===== src/rtl/lsu_pkg.sv =====
// Shared types and helpers for the load/store unit.
// No logic of its own; functions are pure combinational helpers.
// No flow control here; the importing modules handle backpressure.
package lsu_pkg;

  typedef enum logic [2:0] {
    F3_B  = 3'b000,
    F3_H  = 3'b001,
    F3_W  = 3'b010,
    F3_BU = 3'b100,
    F3_HU = 3'b101
  } funct3_e;

  typedef enum logic [1:0] {
    IDLE = 2'd0,
    ACC1 = 2'd1,
    ACC2 = 2'd2,
    RESP = 2'd3
  } state_e;

  // Byte strobes of an access as if it started at lane 0.
  function automatic logic [3:0] byte_strobe(input logic [2:0] f3);
    case (f3)
      F3_B, F3_BU: byte_strobe = 4'b0001;
      F3_H, F3_HU: byte_strobe = 4'b0011;
      default:     byte_strobe = 4'b1111;
    endcase
  endfunction

  // True when the access would straddle its natural alignment.
  function automatic logic is_misaligned(input logic [2:0] f3, input logic [1:0] ofs);
    case (f3)
      F3_H, F3_HU: is_misaligned = ofs[0];
      F3_W:        is_misaligned = (ofs != 2'b00);
      default:     is_misaligned = 1'b0;
    endcase
  endfunction

  // Unsigned variants only make sense for loads; unused encodings are always illegal.
  function automatic logic is_illegal(input logic [2:0] f3, input logic we);
    case (f3)
      F3_B, F3_H, F3_W: is_illegal = 1'b0;
      F3_BU, F3_HU:     is_illegal = we;
      default:          is_illegal = 1'b1;
    endcase
  endfunction

endpackage


===== src/rtl/lsu_align.sv =====
// Store lane placement plus load byte/half extraction and sign/zero extension.
// Purely combinational, zero latency.
// No flow control; the caller decides when the outputs are used.
module lsu_align
  import lsu_pkg::*;
(
  input  logic [2:0]  funct3,
  input  logic [1:0]  ofs,
  input  logic [31:0] wdata,
  output logic [31:0] lane_wd,
  output logic [7:0]  strb,
  input  logic [63:0] rword,
  output logic [31:0] ext
);

  logic [63:0] wdata2;
  logic [5:0]  rbase;
  logic [5:0]  lbase;
  logic [31:0] sel;

  // Store side: replicate narrow data into every lane; a misaligned access uses a
  // byte rotation so the same word serves both halves of a split access.
  always_comb begin
    wdata2  = {wdata, wdata};
    rbase   = 6'd32 - {1'b0, ofs, 3'b000};
    lane_wd = wdata2[rbase +: 32];
    if (funct3 == F3_B)
      lane_wd = {4{wdata[7:0]}};
    else if (funct3 == F3_H && !ofs[0])
      lane_wd = {2{wdata[15:0]}};
    strb = {4'b0000, byte_strobe(funct3)} << ofs;
  end

  // Load side: rword is {next word, this word}; shift down by the byte offset, then extend.
  always_comb begin
    lbase = {1'b0, ofs, 3'b000};
    sel   = rword[lbase +: 32];
    case (funct3)
      F3_B:    ext = {{24{sel[7]}}, sel[7:0]};
      F3_H:    ext = {{16{sel[15]}}, sel[15:0]};
      F3_BU:   ext = {24'h0, sel[7:0]};
      F3_HU:   ext = {16'h0, sel[15:0]};
      default: ext = sel;
    endcase
  end

endmodule


===== src/rtl/load_store_unit.sv =====
// Data-memory initiator: one load/store at a time, word-aligned access, lane strobes, load extension.
// Latency: aligned T+2, errors T+1, split misaligned (LSU_MISALIGN_SPLIT_EN) T+3.
// Backpressure: req_ready high only in IDLE; requests while busy are dropped, not queued.
module load_store_unit
  import lsu_pkg::*;
#(
  parameter int DM_ADDRESS = 9,
  parameter int DATA_W     = 32
) (
  input  logic                  clk,
  input  logic                  rst_n,
  input  logic                  req_valid,
  output logic                  req_ready,
  input  logic                  req_we,
  input  logic [2:0]            req_funct3,
  input  logic [DM_ADDRESS-1:0] req_addr,
  input  logic [DATA_W-1:0]     req_wdata,
  output logic                  rsp_valid,
  output logic [DATA_W-1:0]     rsp_rdata,
  output logic                  rsp_err,
  output logic [DM_ADDRESS-1:0] mem_addr,
  output logic [DATA_W-1:0]     mem_wd,
  output logic [3:0]            mem_wr,
  input  logic [DATA_W-1:0]     mem_rd
);

`ifdef LSU_MISALIGN_SPLIT_EN
  localparam bit SPLIT_EN = 1'b1;
`else
  localparam bit SPLIT_EN = 1'b0;
`endif

  state_e              state_q, state_d;
  logic [2:0]          f3_q;
  logic [1:0]          ofs_q;
  logic                we_q;
  logic                err_q;
  logic                split_q;
  logic [DATA_W-1:0]   rd_lo_q;
  logic [DATA_W-1:0]   rdata_q;

  logic                acc_mis, acc_illegal, acc_err, acc_split;
  logic [2:0]          a_f3;
  logic [1:0]          a_ofs;
  logic [2*DATA_W-1:0] a_rword;
  logic [DATA_W-1:0]   lane_wd, ext;
  logic [7:0]          strb;

  assign acc_illegal = is_illegal(req_funct3, req_we);
  assign acc_mis     = is_misaligned(req_funct3, req_addr[1:0]);
  assign acc_err     = acc_illegal || (acc_mis && !SPLIT_EN);
  assign acc_split   = acc_mis && !acc_illegal && SPLIT_EN;

  // The aligner sees the live request while idle, the captured request afterwards.
  assign a_f3    = (state_q == IDLE) ? req_funct3 : f3_q;
  assign a_ofs   = (state_q == IDLE) ? req_addr[1:0] : ofs_q;
  assign a_rword = split_q ? {mem_rd, rd_lo_q} : {{DATA_W{1'b0}}, mem_rd};

  lsu_align u_align (
    .funct3  (a_f3),
    .ofs     (a_ofs),
    .wdata   (req_wdata),
    .lane_wd (lane_wd),
    .strb    (strb),
    .rword   (a_rword),
    .ext     (ext)
  );

  // State register.
  always_ff @(posedge clk or negedge rst_n) begin
    if (!rst_n) state_q <= IDLE;
    else        state_q <= state_d;
  end

  // Next-state and handshake/response outputs.
  always_comb begin
    state_d   = state_q;
    req_ready = 1'b0;
    rsp_valid = 1'b0;
    rsp_err   = 1'b0;
    rsp_rdata = '0;
    case (state_q)
      IDLE: begin
        req_ready = 1'b1;
        if (req_valid) state_d = acc_err ? RESP : ACC1;
      end
      ACC1: state_d = split_q ? ACC2 : RESP;
      ACC2: state_d = RESP;
      RESP: begin
        state_d   = IDLE;
        rsp_valid = 1'b1;
        rsp_err   = err_q;
        if (!err_q) rsp_rdata = rdata_q;
      end
      default: state_d = IDLE;
    endcase
  end

  // Request capture, memory-side drive and load-data capture at the end of the last access cycle.
  always_ff @(posedge clk or negedge rst_n) begin
    if (!rst_n) begin
      f3_q     <= '0;
      ofs_q    <= '0;
      we_q     <= 1'b0;
      err_q    <= 1'b0;
      split_q  <= 1'b0;
      rd_lo_q  <= '0;
      rdata_q  <= '0;
      mem_addr <= '0;
      mem_wd   <= '0;
      mem_wr   <= '0;
    end else begin
      mem_wr <= '0;
      case (state_q)
        IDLE: begin
          if (req_valid) begin
            f3_q    <= req_funct3;
            ofs_q   <= req_addr[1:0];
            we_q    <= req_we;
            err_q   <= acc_err;
            split_q <= acc_split;
            if (!acc_err) begin
              mem_addr <= {req_addr[DM_ADDRESS-1:2], 2'b00};
              mem_wd   <= lane_wd;
              if (req_we) mem_wr <= strb[3:0];
            end
          end
        end
        ACC1: begin
          if (split_q) begin
            rd_lo_q  <= mem_rd;
            mem_addr <= mem_addr + DM_ADDRESS'(4);
            if (we_q) mem_wr <= strb[7:4];
          end else begin
            rdata_q <= we_q ? '0 : ext;
          end
        end
        ACC2: rdata_q <= we_q ? '0 : ext;
        default: ;
      endcase
    end
  end

endmodule


===== config.mk =====
export PLATFORM = sky130hd
export DESIGN_NAME = load_store_unit
export DESIGN_NICKNAME = d
export VERILOG_FILES = /design/src/rtl/lsu_pkg.sv /design/src/rtl/lsu_align.sv /design/src/rtl/load_store_unit.sv
export SDC_FILE = /design/constraint.sdc
export NUM_CORES = 1
export LEC_CHECK = 0
export BUFFER_PORTS_ARGS = -buffer_cell sky130_fd_sc_hd__buf_2
export CAP_MARGIN = 20
export CORE_MARGIN = 2
export CORE_UTILIZATION = 56
export CTS_CLUSTER_DIAMETER = 60
export DETAILED_ROUTE_END_ITERATION = 10
export HOLD_SLACK_MARGIN = 0.03
export PLACE_DENSITY = 0.89
export SYNTH_ARGS = -nofsm -noshare
export SYNTH_HDL_FRONTEND = slang
export SYNTH_HIERARCHICAL = 1
export SYNTH_SLANG_ARGS = --single-unit

===== constraint.sdc =====
create_clock -name clk -period 7.3 [get_ports clk]
set_input_delay 0 -clock clk [delete_from_list [all_inputs] [get_ports clk]]
set_output_delay 0 -clock clk [all_outputs]
set_load 0.03 [all_outputs]

# ---- Word-level counts from Yosys, hierarchy flattened
# Cells that the tools add are included.
# W data, S select, Z words.
dict set report word_totals {
  regBits 86
  out_inout_bits 80
}
dict set report classes {
  addsub 1
  n_eq_ne 12
  n_shift 3
  mux 25
  bitwise_logic 2
  reduce_logical 18
}
# cell count
set ops {}
lappend ops {{$mux W32} 6}
lappend ops {{$pmux W32 S4} 1}
lappend ops {{$shiftx A64 B6 Y32} 1}
lappend ops {{$shiftx A64 B7 Y32} 1}
lappend ops {{$mux W9} 3}
lappend ops {{$mux W4} 4}
lappend ops {{$eq A3 B3 Y1 const B} 4}
lappend ops {{$reduce_or A2 Y1} 5}
lappend ops {{$pmux W4 S2} 1}
lappend ops {{$eq A3 B1 Y1 const B} 2}
lappend ops {{$logic_not A3 Y1} 2}
lappend ops {{$mux W2} 3}
lappend ops {{$pmux W2 S3} 1}
lappend ops {{$reduce_bool A2 Y1} 3}
lappend ops {{$sub A6 B5 Y6 const A} 1}
lappend ops {{$eq A2 B2 Y1 const B} 2}
lappend ops {{$ne A2 B2 Y1 const B} 2}
lappend ops {{$pmux W1 S2} 2}
lappend ops {{$reduce_and A4 Y1} 1}
lappend ops {{$shl A4 B2 Y4} 1}
lappend ops {{$eq A3 B2 Y1 const B} 1}
lappend ops {{$mux W1} 3}
lappend ops {{$mux W3} 1}
lappend ops {{$reduce_and A3 Y1} 1}
lappend ops {{other kinds (8)} 9}

# ---- Logic depth before layout (Yosys ltp)
dict set report logic_depth {
  ltp_word 10
  mapped_depth 16
}

# ---- By module
# Netlist, hierarchy kept.
# mod n_inst cells_each area_per_inst_um2 seq_area_each_um2
set modules_own_cells {}
lappend modules_own_cells {load_store_unit 1 242 3468.3 2102.0}
lappend modules_own_cells {lsu_align 1 338 2596.2 0.0}

# ---- Worst setup path after synthesis
# Ideal clock, no wire load.
dict set report synth_path {
  kind {reg2reg}
  from {register state_q[1]}
  to {register mem_wd[27]}
  setup_time_ns 0.125
  t_arrival_ns 3.259
  t_required_ns 7.175
  slack_ns 3.916
  stages_incl_launch_ff 15
  period_less_slack_ns 3.384
  path_cell_list {dfrtp_1 > inv_1 > ha_1 > buf_2 > mux2_2 > buf_2 > buf_1 > inv_1 > ha_1 > buf_4 > buf_2 > clkbuf_1 > o22ai_1 > a21o_1 > mux2_2}
}
dict set report synth_via {
  elab_chain_len 6
}
# element line
set synth_lines {}
lappend synth_lines {{from (decl)} load_store_unit.sv:33} ;# state_e state_q, state_d;
lappend synth_lines {{from (signal assigned)} load_store_unit.sv:72} ;# else state_q <= state_d;
lappend synth_lines {{$logic_not A2 Y1} load_store_unit.sv:56} ;# assign a_ofs = (state_q == IDLE) ? req_addr[1:0] : ofs_q;
lappend synth_lines {{$mux W2} load_store_unit.sv:56}
lappend synth_lines {{via a_ofs[1]} load_store_unit.sv:44} ;# logic [1:0] a_ofs;
lappend synth_lines {{$sub A6 B5 Y6} lsu_align.sv:25} ;# rbase = 6'd32 - {1'b0, ofs, 3'b000};
lappend synth_lines {{$shiftx A64 B7 Y32} lsu_align.sv:26} ;# lane_wd = wdata2[rbase +: 32];
lappend synth_lines {{$mux W32} lsu_align.sv:29} ;# else if (funct3 == F3_H && !ofs[0])
lappend synth_lines {{$mux W32} lsu_align.sv:27} ;# if (funct3 == F3_B)
lappend synth_lines {{via lane_wd[27]} load_store_unit.sv:46} ;# logic [DATA_W-1:0] lane_wd, ext;
lappend synth_lines {{to (signal assigned)} load_store_unit.sv:124} ;# mem_wd <= lane_wd;
lappend synth_lines {{to (decl)} load_store_unit.sv:22} ;# output logic [DATA_W-1:0] mem_wd,
# The timed path passes the listed nets, and every way through them passes these cells.
# A chain may end at the register's enable or synchronous reset.

# ---- Worst setup path after layout
dict set report layout_path {
  from {register state_q[1]}
  to {register mem_wd[31]}
}
# Same word-level chain as after synthesis.

==> results.toml <==
[global_routing]
track_usage_pct = 28.9
grt_start_max_net_pins = 85
met1_usage_pct = 36.2
gr-usage-met2_pct = 49.7
grt_pass1_vias = 5415
busiest_layer = "met2"
grt_pass1_wl_um = 26500
grt_use_met3_pct = 5.08
antenna_found_initial = 0
grt.overflow.total = 0

[cts]
root_buffer = "clkbuf_8"
cts_tree = "done"
cts_made_buffers = 9
h-tree-depth = 3
clkTransAtPathRegs_ns = 0.09
cts.sinks = 84
cts_resized = 0
clkLatencyLatePin_ns = 0.38
cts_buffer_depth = 2

[pwr]
internal_power_mw = 1.94
vdd_drop_max_uv = 341
p_leak_nw = 3.66
p_seq_share_pct = 20.4
switching_share_pct = 48.9
powerDensity_nw_per_um2 = 519
comb_power_share_pct = 70.4
p_clk_share_pct = 9.2
p_sw_mw = 1.85

[die]
start_util_pct = 58.2
die_h_um = 108
die_area_um2 = 11600
ios = 160
core-area_um2 = 10400
die_width_um = 108
num_rows = 37

[yosys]
syn_area_um2 = 6030
syn_avg_cell_area_um2 = 10.5
synth-warning-count = 6
netlist_instances = 575

[sta]
holdWs_ns = 0.0429
setup_viol = 0
worst_slack_ns = 3.15
final_hold_viol_count = 0
skew_ns = 0.0182
worstMarginPinSlew_ns = 1.00
fmax_mhz = 241
tns_ns = 0
finalCritPeriodShare_pct = 56.9
rsz0062_at_grt = "false"
drv_slew = 0
max-slew-margin-rel_pct = 32.7
fin_crit_ns = 4.15

[worst_setup_path]
path_max_fanout = 54
path_cells = "inv_1, ha_1, mux2_2, inv_1, ha_1, buf_4, mux2_2, a22o_1, a22oi_1, o21ai_0, mux2_2"
crit_family = "multiplexers"
worstSetupPathDepth = 11
path_common_cell = "mux2_2"
setup.worst_path.start_class = "register"
worstReg2RegStart = "state_q[1]"
required_ns = 7.57
critical_path_class = "reg2reg"
cp_num_buf_inv = 3
reg2regPathDepth = 11
max_stage_delay_ns = 0.92
worst_path_max_delay_cell = "mux2_2"
r2r_setup_slack_ns = 3.15
worstSetupStartpoint = "state_q[1]"
cp.arrival_ns = 4.42
critPathCaptureType = "register"

[final_layout]
nets = 840
area_growth_pct = 20.9
drive_above_1_share_pct = 36.3

[flow_run]
cap_violations = 0

[hold_path]
hold_path_depth = 3
hp-class = "in2reg"
min_from = "req_wdata[6]"

[routing]
via_per_inst = 6.02
wirelength_um = 16500
drc_errors = 0
drt_pass1_iterations = 4
wl_per_cell_um = 18.4
drtIter0Drc = 429
via_count = 5405
ant_nets = 0

[placement]
post-place-ws_ns = 3.29
gp_congestion = 0.837
place_hpwl_um = 11000
io_buffers = 157

[status]
outcome = "complete, no violations"
cell type report:
class	count	area, µm²
inverter	5	18.8
clock inverter	6	70.1
sequential	84	2100
multi-input combinational	475	3760
clock buffer	10	128
timing repair buffer	180	1040
antenna	2	5.00
fill	776	3080
tap	136	170
worst register-to-register path: cells and delay by family (launching register included):
family | cells | cell delay, ns
buf+inv | 3 | 0.77
mux | 3 | 1.63
fa+ha+maj | 2 | 0.78
flops | 1 | 0.43
compound gates | 3 | 0.44
layer usage:
layer	routed length (µm)	up-vias	part of all wire, %
met5	0	-	0
met4	478	0	2.9
met3	1240	41	7.5
met2	8160	274	50
met1	6600	2622	40
li1	-	2468	-
repair_timing:
item | in CTS | in global routing
endpoints found under the hold margin | 104 | 14
hold buffers | 15 | 1
buffers inserted | 0 | 0
placed cells by master, fill, tap and decap left out, drive strengths merged, types with 4 or more instances in the layout:
cell type and instances:
buf 164, dfrtp 84, mux2 63, nand2 61
mux2i 46, conb 44, and2 35, a22o 35
mux4 19, o21ai 17, nor2 17, nand2b 16
dlygate4sd3 16, a21oi 13, nor2b 12, and3 12
o221ai 10, clkbuf 10, o21a 8, a31o 8
o211ai 7, a21o 7, a221o 6, inv 6
ha 5, nand3b 4, a32oi 4, a311oi 4
nor3 4
power groups by stage:
stage          clock (mW)  combinational [mW]  sequential [mW]
2_1_floorplan           0                1.96            0.958
3_3_place_gp            0                2.53            0.760
3_5_place_dp            0                2.62            0.773
4_1_cts             0.352                2.63            0.766
5_1_grt             0.372                2.88            0.792
6_report            0.348                2.67            0.770
flip-flops by register name (all words and copies together) (netlist names):
name      flops
mem_wd       32
rdata_q      32
mem_addr      7
mem_wr        4
f3_q          3
ofs_q         2
state_q       2
err_q         1
we_q          1
path summary, 6_finish.rpt:
check | end
worst max-delay path | mem_wd[31]
worst min-delay path | mem_wd[22]
worst max register to register | mem_wd[31]
worst min register to register | rdata_q[16]
max in group asynchronous | mem_wd[25]
min in group asynchronous | rdata_q[0]
per-stage QoR:
stage,cells,cell area [µm²],utilization [%],power [mW]
4_1_cts,893,7220,69.7,3.75
6_report,898,7290,70.3,3.78
3_5_place_dp,862,6880,66.3,3.39
2_1_floorplan,618,6190,-,2.92
3_3_place_gp,862,6880,66.3,3.29
5_1_grt,896,7290,70.3,4.05
Note: power is estimated with default switching activity, not from simulation.
